**src/rtl/writeback_pipe.sv**
```systemverilog
`default_nettype none
// +-----------------------------------------------------------------------------
// | writeback_pipe: result select/load format into a 2-entry skid buffer
// | Rev 1.0
// +-----------------------------------------------------------------------------
module writeback_pipe #(
  parameter int DATA_SIZE = 32,
  parameter int NUM_REGS  = 32,
  parameter int NUM_SRC   = 3,
  parameter int LOAD_SRC  = 1,
  localparam int SW = $clog2(NUM_SRC),
  localparam int RW = $clog2(NUM_REGS)
) (
  input  logic                         i_aclk,
  input  logic                         i_areset_n,
  input  logic                         i_flush,
  input  logic                         i_valid,
  output logic                         o_ready,
  input  logic [RW-1:0]                i_rdest,
  input  logic                         i_cu_regwrite,
  input  logic [SW-1:0]                i_src_sel,
  input  logic [NUM_SRC*DATA_SIZE-1:0] i_src_data,
  input  logic [1:0]                   i_ld_size,
  input  logic                         i_ld_unsigned,
  input  logic [1:0]                   i_ld_offset,
  output logic                         o_valid,
  input  logic                         i_ready,
  output logic [RW-1:0]                o_rdest,
  output logic                         o_cu_regwrite,
  output logic [DATA_SIZE-1:0]         o_wb_result,
  output logic [63:0]                  o_instret
);

  localparam logic [SW-1:0] c_load_sel = SW'(LOAD_SRC);

  logic [DATA_SIZE-1:0] w_sel_data;
  logic [DATA_SIZE-1:0] w_load;
  logic [DATA_SIZE-1:0] w_result;
  logic [7:0]           w_byte;
  logic [15:0]          w_half;
  logic                 w_regwrite;

  always_comb begin
    w_sel_data = '0;
    for (int k = 0; k < NUM_SRC; k++) begin
      if (i_src_sel == SW'(k)) w_sel_data = i_src_data[k*DATA_SIZE +: DATA_SIZE];
    end
  end

  always_comb begin
    w_byte = w_sel_data[{i_ld_offset, 3'b000} +: 8];
    w_half = w_sel_data[{i_ld_offset[1], 4'b0000} +: 16];
    case (i_ld_size)
      2'b00:   w_load = {{(DATA_SIZE-8){~i_ld_unsigned & w_byte[7]}}, w_byte};
      2'b01:   w_load = {{(DATA_SIZE-16){~i_ld_unsigned & w_half[15]}}, w_half};
      default: w_load = w_sel_data;
    endcase
    w_result   = (i_src_sel == c_load_sel) ? w_load : w_sel_data;
    w_regwrite = i_cu_regwrite & (i_rdest != '0);
  end

  logic                 r_valid;
  logic                 r_skid_valid;
  logic                 r_ready;
  logic [RW-1:0]        r_rdest;
  logic                 r_regwrite;
  logic [DATA_SIZE-1:0] r_result;
  logic [RW-1:0]        r_skid_rdest;
  logic                 r_skid_regwrite;
  logic [DATA_SIZE-1:0] r_skid_result;
  logic [63:0]          r_instret;

  logic w_in_hs, w_out_hs;
  logic w_valid_nxt, w_skid_nxt;
  logic w_load_main, w_load_skid, w_skid_to_main;

  // Skid occupancy blocks input (r_ready == ~r_skid_valid), so an input
  // handshake only ever arrives with the skid slot empty.
  always_comb begin
    w_in_hs        = i_valid & r_ready;
    w_out_hs       = r_valid & i_ready;
    w_valid_nxt    = r_valid;
    w_skid_nxt     = r_skid_valid;
    w_load_main    = 1'b0;
    w_load_skid    = 1'b0;
    w_skid_to_main = 1'b0;
    if (i_flush) begin
      w_valid_nxt = 1'b0;
      w_skid_nxt  = 1'b0;
    end else if (r_skid_valid) begin
      if (w_out_hs) begin
        w_skid_to_main = 1'b1;
        w_skid_nxt     = 1'b0;
        w_valid_nxt    = 1'b1;
      end
    end else if (w_in_hs) begin
      if (!r_valid || i_ready) begin
        w_load_main = 1'b1;
        w_valid_nxt = 1'b1;
      end else begin
        w_load_skid = 1'b1;
        w_skid_nxt  = 1'b1;
      end
    end else if (w_out_hs) begin
      w_valid_nxt = 1'b0;
    end
  end

  always_ff @(posedge i_aclk or negedge i_areset_n) begin
    if (!i_areset_n) begin
      r_valid         <= 1'b0;
      r_skid_valid    <= 1'b0;
      r_ready         <= 1'b1;
      r_rdest         <= '0;
      r_regwrite      <= 1'b0;
      r_result        <= '0;
      r_skid_rdest    <= '0;
      r_skid_regwrite <= 1'b0;
      r_skid_result   <= '0;
      r_instret       <= '0;
    end else begin
      r_valid      <= w_valid_nxt;
      r_skid_valid <= w_skid_nxt;
      r_ready      <= ~w_skid_nxt;
      if (w_load_main) begin
        r_rdest    <= i_rdest;
        r_regwrite <= w_regwrite;
        r_result   <= w_result;
      end else if (w_skid_to_main) begin
        r_rdest    <= r_skid_rdest;
        r_regwrite <= r_skid_regwrite;
        r_result   <= r_skid_result;
      end
      if (w_load_skid) begin
        r_skid_rdest    <= i_rdest;
        r_skid_regwrite <= w_regwrite;
        r_skid_result   <= w_result;
      end
      if (w_out_hs) r_instret <= r_instret + 64'd1;
    end
  end

  assign o_ready       = r_ready;
  assign o_valid       = r_valid;
  assign o_rdest       = r_rdest;
  assign o_cu_regwrite = r_valid & r_regwrite;
  assign o_wb_result   = r_result;
  assign o_instret     = r_instret;

endmodule
`default_nettype wire

```
**config.mk**
```make
export PLATFORM = sky130hd
export DESIGN_NAME = writeback_pipe
export DESIGN_NICKNAME = d
export VERILOG_FILES = /design/src/rtl/writeback_pipe.sv
export SDC_FILE = /design/constraint.sdc
export NUM_CORES = 1
export LEC_CHECK = 0
export CORE_MARGIN = 2
export CORE_UTILIZATION = 53
export DETAILED_ROUTE_END_ITERATION = 8
export PLACE_DENSITY = 0.87
export SLEW_MARGIN = 0
export SYNTH_ARGS = -nofsm -noshare
export SYNTH_HDL_FRONTEND = slang
export SYNTH_SLANG_ARGS = --single-unit
```
**constraint.sdc**
```tcl
create_clock -name i_aclk -period 4.44 [get_ports i_aclk]
set_input_delay 1.11 -clock i_aclk [delete_from_list [all_inputs] [get_ports i_aclk]]
set_output_delay 1.11 -clock i_aclk [all_outputs]
set_load 0.02 [all_outputs]
```
# Word-level counts from Yosys, hierarchy flattened
# Index checks and enable logic that the tools add are counted.
# word_totals
regBits	143
latchBits	0
ram_bits	0
mem_bits_ro	0
in_bits	114
output_inout_bits	104
word_cells	65
memories	0
# op_classes
add_sub_neg	1
n_mul	0
div	0
order_cmp	0
n_eq_ne	5
shifts	2
muxes	31
bitwise	8
n_reduce_logical	8
# op_table
operator	n
32-bit two-way mux	6
64-bit by 1-bit adder with 64-bit output (second input constant)	1
32-bit one-hot mux with 2 select lines	1
32-bit by 6-bit indexed part select with 16-bit output	1
32-bit by 6-bit indexed part select with 8-bit output	1
1-bit two-way mux	22
5-bit two-way mux	2
1-bit AND	6
5-bit nonzero test	1
2-bit by 1-bit == test with 1-bit output (second input constant)	2
2-bit zero test	2
4-bit by 3-bit inequality test with 1-bit output (second input constant)	1
3-bit by 2-bit inequality test with 1-bit output (second input constant)	1
3-bit AND reduction	1
3-bit nonzero test	1
2-bit == test (second input constant)	1
1-bit inverter	2
2-bit nonzero test	1
1-bit zero test	1
1-bit logical OR	1

# Longest topological paths before layout
# Gate-level depths: netlist (run 1).
# logic_depth
word_depth	9
ltp_mapped	9

# Worst setup path after synthesis (run 1)
# OpenSTA, ideal clock, no wires.
# synth_path
path_kind	input to register
startpoint	in i_src_sel[0]
endpoint	reg r_result[22] (netlist: o_wb_result[22])
setup_time_ps	132
t_arrival_ps	2469
setup_slack_ps	1839
path_stages	8
path_cell_list	nor2b_1 > buf_2 > a211o_1 > o211ai_2 > nor2_4 > nor3_4 > buf_4 > a21oi_1
# synth_between
elab_chain_cells	9
word_cells_on_any_way	13
cone_classes	2 x eq/ne; 2 x shift; 6 x mux; 2 x bitwise; 1 x reduce/logical
# synth_lines
item	line_no	rtl
start, declared	21	input logic [SW-1:0] i_src_sel,
2-bit zero test	46	if (i_src_sel == SW'(k)) w_sel_data = i_src_data[k*DATA_SIZE +: DATA_SIZE];
32-bit two-way mux (3 in a row)	46	
32-bit by 6-bit indexed part select with 16-bit output / 32-bit by 6-bit indexed part select with 8-bit output (equally long branches)	52, 51	
1-bit AND (on tied branches)	55, 54	
32-bit one-hot mux with 2 select lines	53	case (i_ld_size)
32-bit two-way mux (*)	58	w_result = (i_src_sel == c_load_sel) ? w_load : w_sel_data;
32-bit two-way mux (*)	125	if (w_load_main) begin
end signal, assigned	128	r_result <= w_result;
end signal, assigned	132	r_result <= r_skid_result;
end, declared	67	logic [DATA_SIZE-1:0] r_result;
# Mark *: on every way between the ends. The rest lies on a longest branch, timed or not.
# A chain may end at the register's enable or synchronous reset.

# Final worst setup path (run 1)
# layout_path
startpoint	in i_src_sel[0]
endpoint	reg r_result[30] (netlist: o_wb_result[30])
# Same word-level chain as after synthesis.

==> impl_metrics.csv, run 1 <==
group,metric,value,unit
clock_tree,cts_max_level,4,
clock_tree,cts_buffers,17,
clock_tree,cts.path.max_buffers,2,
timing,finalCriticalPeriod,3.26,ns
synth,synth_edf_count,0,
floorplan,num_rows,44,
floorplan,start_util,0.540,
route,drc,0,
timing,slew_headroom,0.324,
cells_and_area,antenna_cells,0,
route,ant_nets,0,
cells_and_area,drive_above_1_share,0.0794,
timing,worst_pin_slew,1.01,ns
cells_and_area,utilization,0.745,
setup_path,cp-start-kind,"input port",
power_and_ir_drop,p_total,4.16,mW
timing,fin_crit_sh,0.735,
cells_and_area,stdcell_area,10800,um^2
placed_design,post-place-ws,0.823,ns
timing,fmax,307,MHz
synth,synth_flop_cell,"dfrtp_1",
route,viasPerCell,6.02,
global_route,grt_pass1_vias,7542,
placed_design,gp_congestion,0.937,
synth,synthArstFlopShare,1.00,
timing,tns,0,ns
setup_path,r2r_slack,1.91,ns
cells_and_area,fillCellCount,1013,
setup_path,cp_data_arrival_time,3.53,ns
setup_path,worstPathMaxFanout,18,
clock_tree,cts_root_buf,"clkbuf_16",
clock_tree,worstSkewPairLatency,0.42,ns
min_path,worst_hold_path_type,"reg2reg",
placed_design,portBuffers,217,
global_route,grt_overflow,0,
synth,ys_seq_area_frac,0.458,
job,max_cap_violations,0,
power_and_ir_drop,p_per_area,385,nW/um^2
route,wl_per_cell,18.8,um
timing,setup_violations,0,
setup_path,crit_type,"in2reg",
placed_design,place_area,10100,um^2
timing,drv_slew,0,
floorplan,coreArea,14500,um^2
floorplan,io_pins,218,
timing,hold_viol,0,
floorplan,dieArea,15700,um^2
synth,syn_area,7820,um^2
placed_design,dp_hpwl,16600,um
global_route,track_usage,0.297,
synth,synth_nets,954,
clock_tree,cts.sinks,143,
route,wirelength,23300,um
clock_tree,path_clk_slew,0.06,ns
clock_tree,cts_hold_buffers,0,
route,firstDrtPassIters,5,
synth,syn_avg_cell_area,9.32,um^2
synth,ys_ff_latch,143,
floorplan,die-width,125,um
route,num_vias,7479,
power_and_ir_drop,total_leakage_power,4.68,nW
synth,synth_cells,839,
setup_path,required,4.70,ns
clock_tree,cts_tree,"yes",
global_route,grt_max_degree,112,
cells_and_area,areaGrowthSynthToFinish,38.0,%
timing,fin_ws,1.18,ns
setup_path,worstSetupEndpointType,"register",
global_route,grt_antenna_before_repair,0,
outcome,outcome,"complete, no violations",
power_and_ir_drop,peakVddDrop,0.000300,V
clock_tree,cts_resized,0,
global_route,grt_pass1_wl,37600,um
timing,clock_skew,0.00647,ns
route,drt_iter0_drc,768,
floorplan,die_h,125,um
cells_and_area,nets,1160,
clock_tree,cts_setup_buffers,0,
synth,yosysWarnings,0,
synth,ys_types,67,
timing,rsz0062_at_grt,"no",
## kinds of logic (layout without fill, tap and decap cells)
logic type	Yosys count	in the layout	synth area share
DFF	143	143	0.458
AOI/OAI and AO/OA	194	194	0.162
adders and majority gates	1	1	0.00160
xor gates and xnor gates	63	63	0.0706
muxes	39	39	0.0504
buffers and inverters	59	278	0.0354
and+or+nand+nor	340	340	0.222
## where the power goes
group	leakage (nW)	internal, mW	switching [mW]
clock	0.316	1.03	0.554
sequential	1.84	1.50	0.144
combinational	2.53	0.452	0.478
total	4.68	2.98	1.18
## stage by stage
| stage | instances | hold WS, ns |
|---|---|---|
| after detailed placement | 1210 | 0.462 |
| after global routing | 1242 | 0.493 |
| after floorplan | 839 | 0.447 |
| after CTS | 1242 | 0.482 |
| after global placement | 1210 | 0.455 |
| final | 1242 | 0.481 |
## area by class of cell
| class | count | area (um^2) | share of cell area |
|---|---|---|---|
| multi-input combinational | 637 | 3970 | 0.368 |
| sequential | 143 | 3580 | 0.332 |
| timing repair buffer | 235 | 2300 | 0.213 |
| clock buffer | 19 | 453 | 0.0420 |
| tap | 184 | 230 | 0.0213 |
| clock inverter | 13 | 209 | 0.0194 |
| inverter | 11 | 41.3 | 0.00383 |
## flip-flops by register name (all words and copies together) (netlist names)
name,cells
o_valid,1
o_wb_result,32
o_ready,1
r_skid_regwrite,1
r_regwrite,1
r_skid_valid,1
o_rdest,5
r_skid_rdest,5
o_instret,64
r_skid_result,32
## worst max-delay path, cell delays in order
cell,delay (ns)
clkdlybuf4s50_1,0.53
nor2b_1,0.20
buf_4,0.19
a211o_1,0.31
o211ai_2,0.24
nor2_4,0.10
nor3_4,0.65
a21oi_1,0.18
## Yosys cell counts (all sizes together), types with 7 or more instances
library cell / count / area share
nand4: 21 / 0.020
inv: 10 / 0.0048
nor2b: 10 / 0.0080
a21oi: 71 / 0.045
nor2: 64 / 0.033
xnor2: 36 / 0.040
and2: 7 / 0.0056
clkbuf: 23 / 0.011
o22ai: 9 / 0.0080
nand2: 135 / 0.065
xor2: 27 / 0.030
nor3: 26 / 0.024
buf: 25 / 0.019
a22oi: 12 / 0.012
nand2b: 7 / 0.0056
a32o: 16 / 0.020
and3: 19 / 0.015
dfrtp: 142 / 0.45
a31oi: 9 / 0.0072
mux2i: 36 / 0.046
o21ai: 33 / 0.021
nand3: 26 / 0.020
## cell usage in the layout (no fill, tap or decap), types with 12 or more instances in the layout
cell	netlist	final
a22oi_1	12	12
xor2_1	27	27
buf_4	4	18
o21ai_0	33	33
nand3_1	24	24
nor3_1	18	18
clkdlybuf4s50_1	0	215
xnor2_1	36	36
mux2i_1	36	36
nand4_1	19	19
a21oi_1	71	71
and3_1	19	19
nand2_1	135	135
dfrtp_1	142	142
a32o_1	16	16
nor2_1	60	60
clkbuf_16	0	17
## worst paths after layout
path	to	startpoint	depth (start not counted)
max	o_wb_result[30]	i_src_sel[0]	8
min	o_instret[63]	o_instret[63]	1
max reg2reg	o_instret[36]	o_instret[4]	6
min reg2reg	o_instret[63]	o_instret[63]	1
max in group asynchronous	r_skid_result[16]	i_areset_n	2
min in group asynchronous	o_instret[23]	i_areset_n	1
## layer usage
| metal | wire [um] | track usage |
|---|---|---|
| met1 | 9320 | 0.382 |
| met2 | 11500 | 0.484 |
| met3 | 1910 | 0.0740 |
| met4 | 648 | 0.116 |
| met5 | 0 | 0 |
No activity file was read; power rests on OpenSTA's default activity.
==> run 2: changes to the inputs <==
CORE_UTILIZATION = 49   (was 53)
PLACE_DENSITY = 0.81   (was 0.87)
clock period = 3.4 ns   (was 4.44 ns; I/O delays follow)
==> run 2 against run 1 <==
  * Sequential power grew 30%
  * Register-to-register slack worse by 0.95 ns
  * Wire length shrank 2.4%
  * Die area grew 7.9%
  * Utilization decreased by 5.1 points
  * Global-route usage down 2.3 points
  * Clock-buffer cell count did not move
  * Cell count is 3.5% higher
  * Highest routed layer unchanged
==> impl_metrics.csv, run 2 (synthesis results as in run 1) <==
group,metric,value,unit
outcome,outcome,"complete, no violations",
clock_tree,path_clk_slew,0.06,ns
clock_tree,cts_root_buf,"clkbuf_16",
power_and_ir_drop,p_total,5.39,mW
timing,finalCriticalPeriod,2.95,ns
clock_tree,cts_tree,"yes",
floorplan,die-width,130,um
power_and_ir_drop,p_int,3.88,mW
setup_path,required,3.72,ns
cells_and_area,nets,1171,
floorplan,dieArea,17000,um^2
global_route,grt_overflow,0,
timing,tns,0,ns
global_route,grt_pass1_vias,7068,
timing,fmax,339,MHz
clock_tree,worstSkewPairLatency,0.42,ns
route,drc,0,
route,wl_per_cell,17.7,um
power_and_ir_drop,p_per_area,494,nW/um^2
timing,fin_ws,0.448,ns
setup_path,worst_path_largest_cell_delay,0.85,ns
clock_tree,cts_max_level,4,
placed_design,dp_hpwl,16800,um
route,drt_iter0_drc,502,
setup_path,crit_type,"in2reg",
power_and_ir_drop,p_switching,1.51,mW
placed_design,gp_congestion,0.891,
placed_design,post-place-ws,0.171,ns
power_and_ir_drop,p_clk_frac,0.377,
cells_and_area,areaGrowthSynthToFinish,39.5,%
cells_and_area,utilization,0.694,
cells_and_area,largest_reg_flops,64,
timing,hold_viol,0,
placed_design,portBuffers,217,
min_path,worst_hold_path_type,"in2async",
floorplan,die_h,130,um
setup_path,worstSetupEndpointType,"register",
job,max_cap_violations,0,
setup_path,worstPathMaxFanout,14,
timing,worst_pin_slew,1.10,ns
power_and_ir_drop,seq_power_share,0.398,
timing,drv_slew,0,
clock_tree,cts_hold_buffers,0,
cells_and_area,final_common_cell,"clkdlybuf4s50_1",
timing,clock_skew,0.00720,ns
floorplan,start_util,0.498,
timing,setup_violations,0,
timing,fin_crit_sh,0.868,
route,viasPerCell,5.65,
cells_and_area,mostFrequentLayoutCells,"clkdlybuf4s50_1, dfrtp_1, nand2_1",
global_route,grt_pass1_wl,36300,um
floorplan,num_rows,46,
floorplan,coreArea,15700,um^2
cells_and_area,drive_above_1_share,0.0879,
timing,slew_headroom,0.264,
timing,rsz0062_at_grt,"no",
clock_tree,cts_buffers,17,
global_route,track_usage,0.274,
clock_tree,cts_resized,0,
cells_and_area,stdcell_count,1285,
power_and_ir_drop,p_sw_frac,0.280,
power_and_ir_drop,peakVddDrop,0.000432,V
setup_path,cp-start-kind,"input port",
setup_path,critPathSlowestCell,"nor2_1",
setup_path,cp_data_arrival_time,3.27,ns
clock_tree,cts_setup_buffers,0,
power_and_ir_drop,comb_power_share,0.225,
power_and_ir_drop,total_leakage_power,4.74,nW
route,wirelength,22800,um
clock_tree,cts.path.max_buffers,2,
floorplan,io_pins,218,
route,firstDrtPassIters,5,
global_route,grt_max_degree,74,
cells_and_area,antenna_cells,0,
placed_design,placed_cells,1253,
route,num_vias,7266,
clock_tree,cts.sinks,143,
global_route,grt_antenna_before_repair,0,
route,ant_nets,0,
setup_path,path_cells,"clkdlybuf4s50_1, nand2b_1, nor3b_2, nor2_1, a22oi_1, a21boi_0, a41oi_1",
-- run 2: changes by cell type in the layout (fill, tap and decap cells not counted), sizes merged --
cell	change
buf	+11
clkinvlp	-1
inv	+1
-- run 2: metal layers --
layer  global-route usage  vias up  share of wire
met4                0.106        0          0.030
met1                0.360     3487           0.42
met5                    0        -              0
li1                     -     3430              -
met2                0.446      296           0.49
met3               0.0578       53          0.061
-- run 2: layout make-up --
| cell class | instances | area [um^2] |
|---|---|---|
| fill | 1210 | 4810 |
| multi-input combinational | 637 | 3970 |
| sequential | 143 | 3580 |
| timing repair buffer | 246 | 2390 |
| clock buffer | 19 | 443 |
| tap | 216 | 270 |
| clock inverter | 13 | 210 |
| inverter | 11 | 41.3 |
-- run 2: metrics by stage --
step                hold slack [ns]  cell area [um^2]
floorplan                     0.447              7820
global placement              0.459             10200
detailed placement            0.462             10200
CTS                           0.446             10900
global route                  0.460             10900
finish                        0.416             10900
-- run 2: final timing paths --
kind | depth (start not counted) | slack [ns] | from | to
max | 7 | 0.45 | i_ready | o_wb_result[11]
min | 1 | 0.42 | i_areset_n | o_instret[23]
max reg2reg | 6 | 0.96 | o_valid | o_wb_result[11]
min reg2reg | 2 | 0.48 | r_skid_rdest[3] | r_skid_rdest[3]
max in group asynchronous | 2 | 2.15 | i_areset_n | o_instret[43]
min in group i_aclk | 2 | 0.48 | r_skid_rdest[3] | r_skid_rdest[3]
-- run 2: critical path: cells and delay by family --
family / cells / cell delay [ns]
AND/OR/NAND/NOR: 3 / 1.28
AO/OA/AOI/OAI: 3 / 0.66
buffers and inverters: 1 / 0.48
-- run 2: power by group through the flow --
stage | clock [mW] | combinational [mW] | sequential (mW)
after detailed placement | 0 | 1.20 | 2.16
after floorplan | 0 | 0.489 | 2.27
final | 2.03 | 1.21 | 2.15
after global placement | 0 | 1.18 | 2.16
after CTS | 2.06 | 1.21 | 2.14
after global routing | 2.14 | 1.31 | 2.17
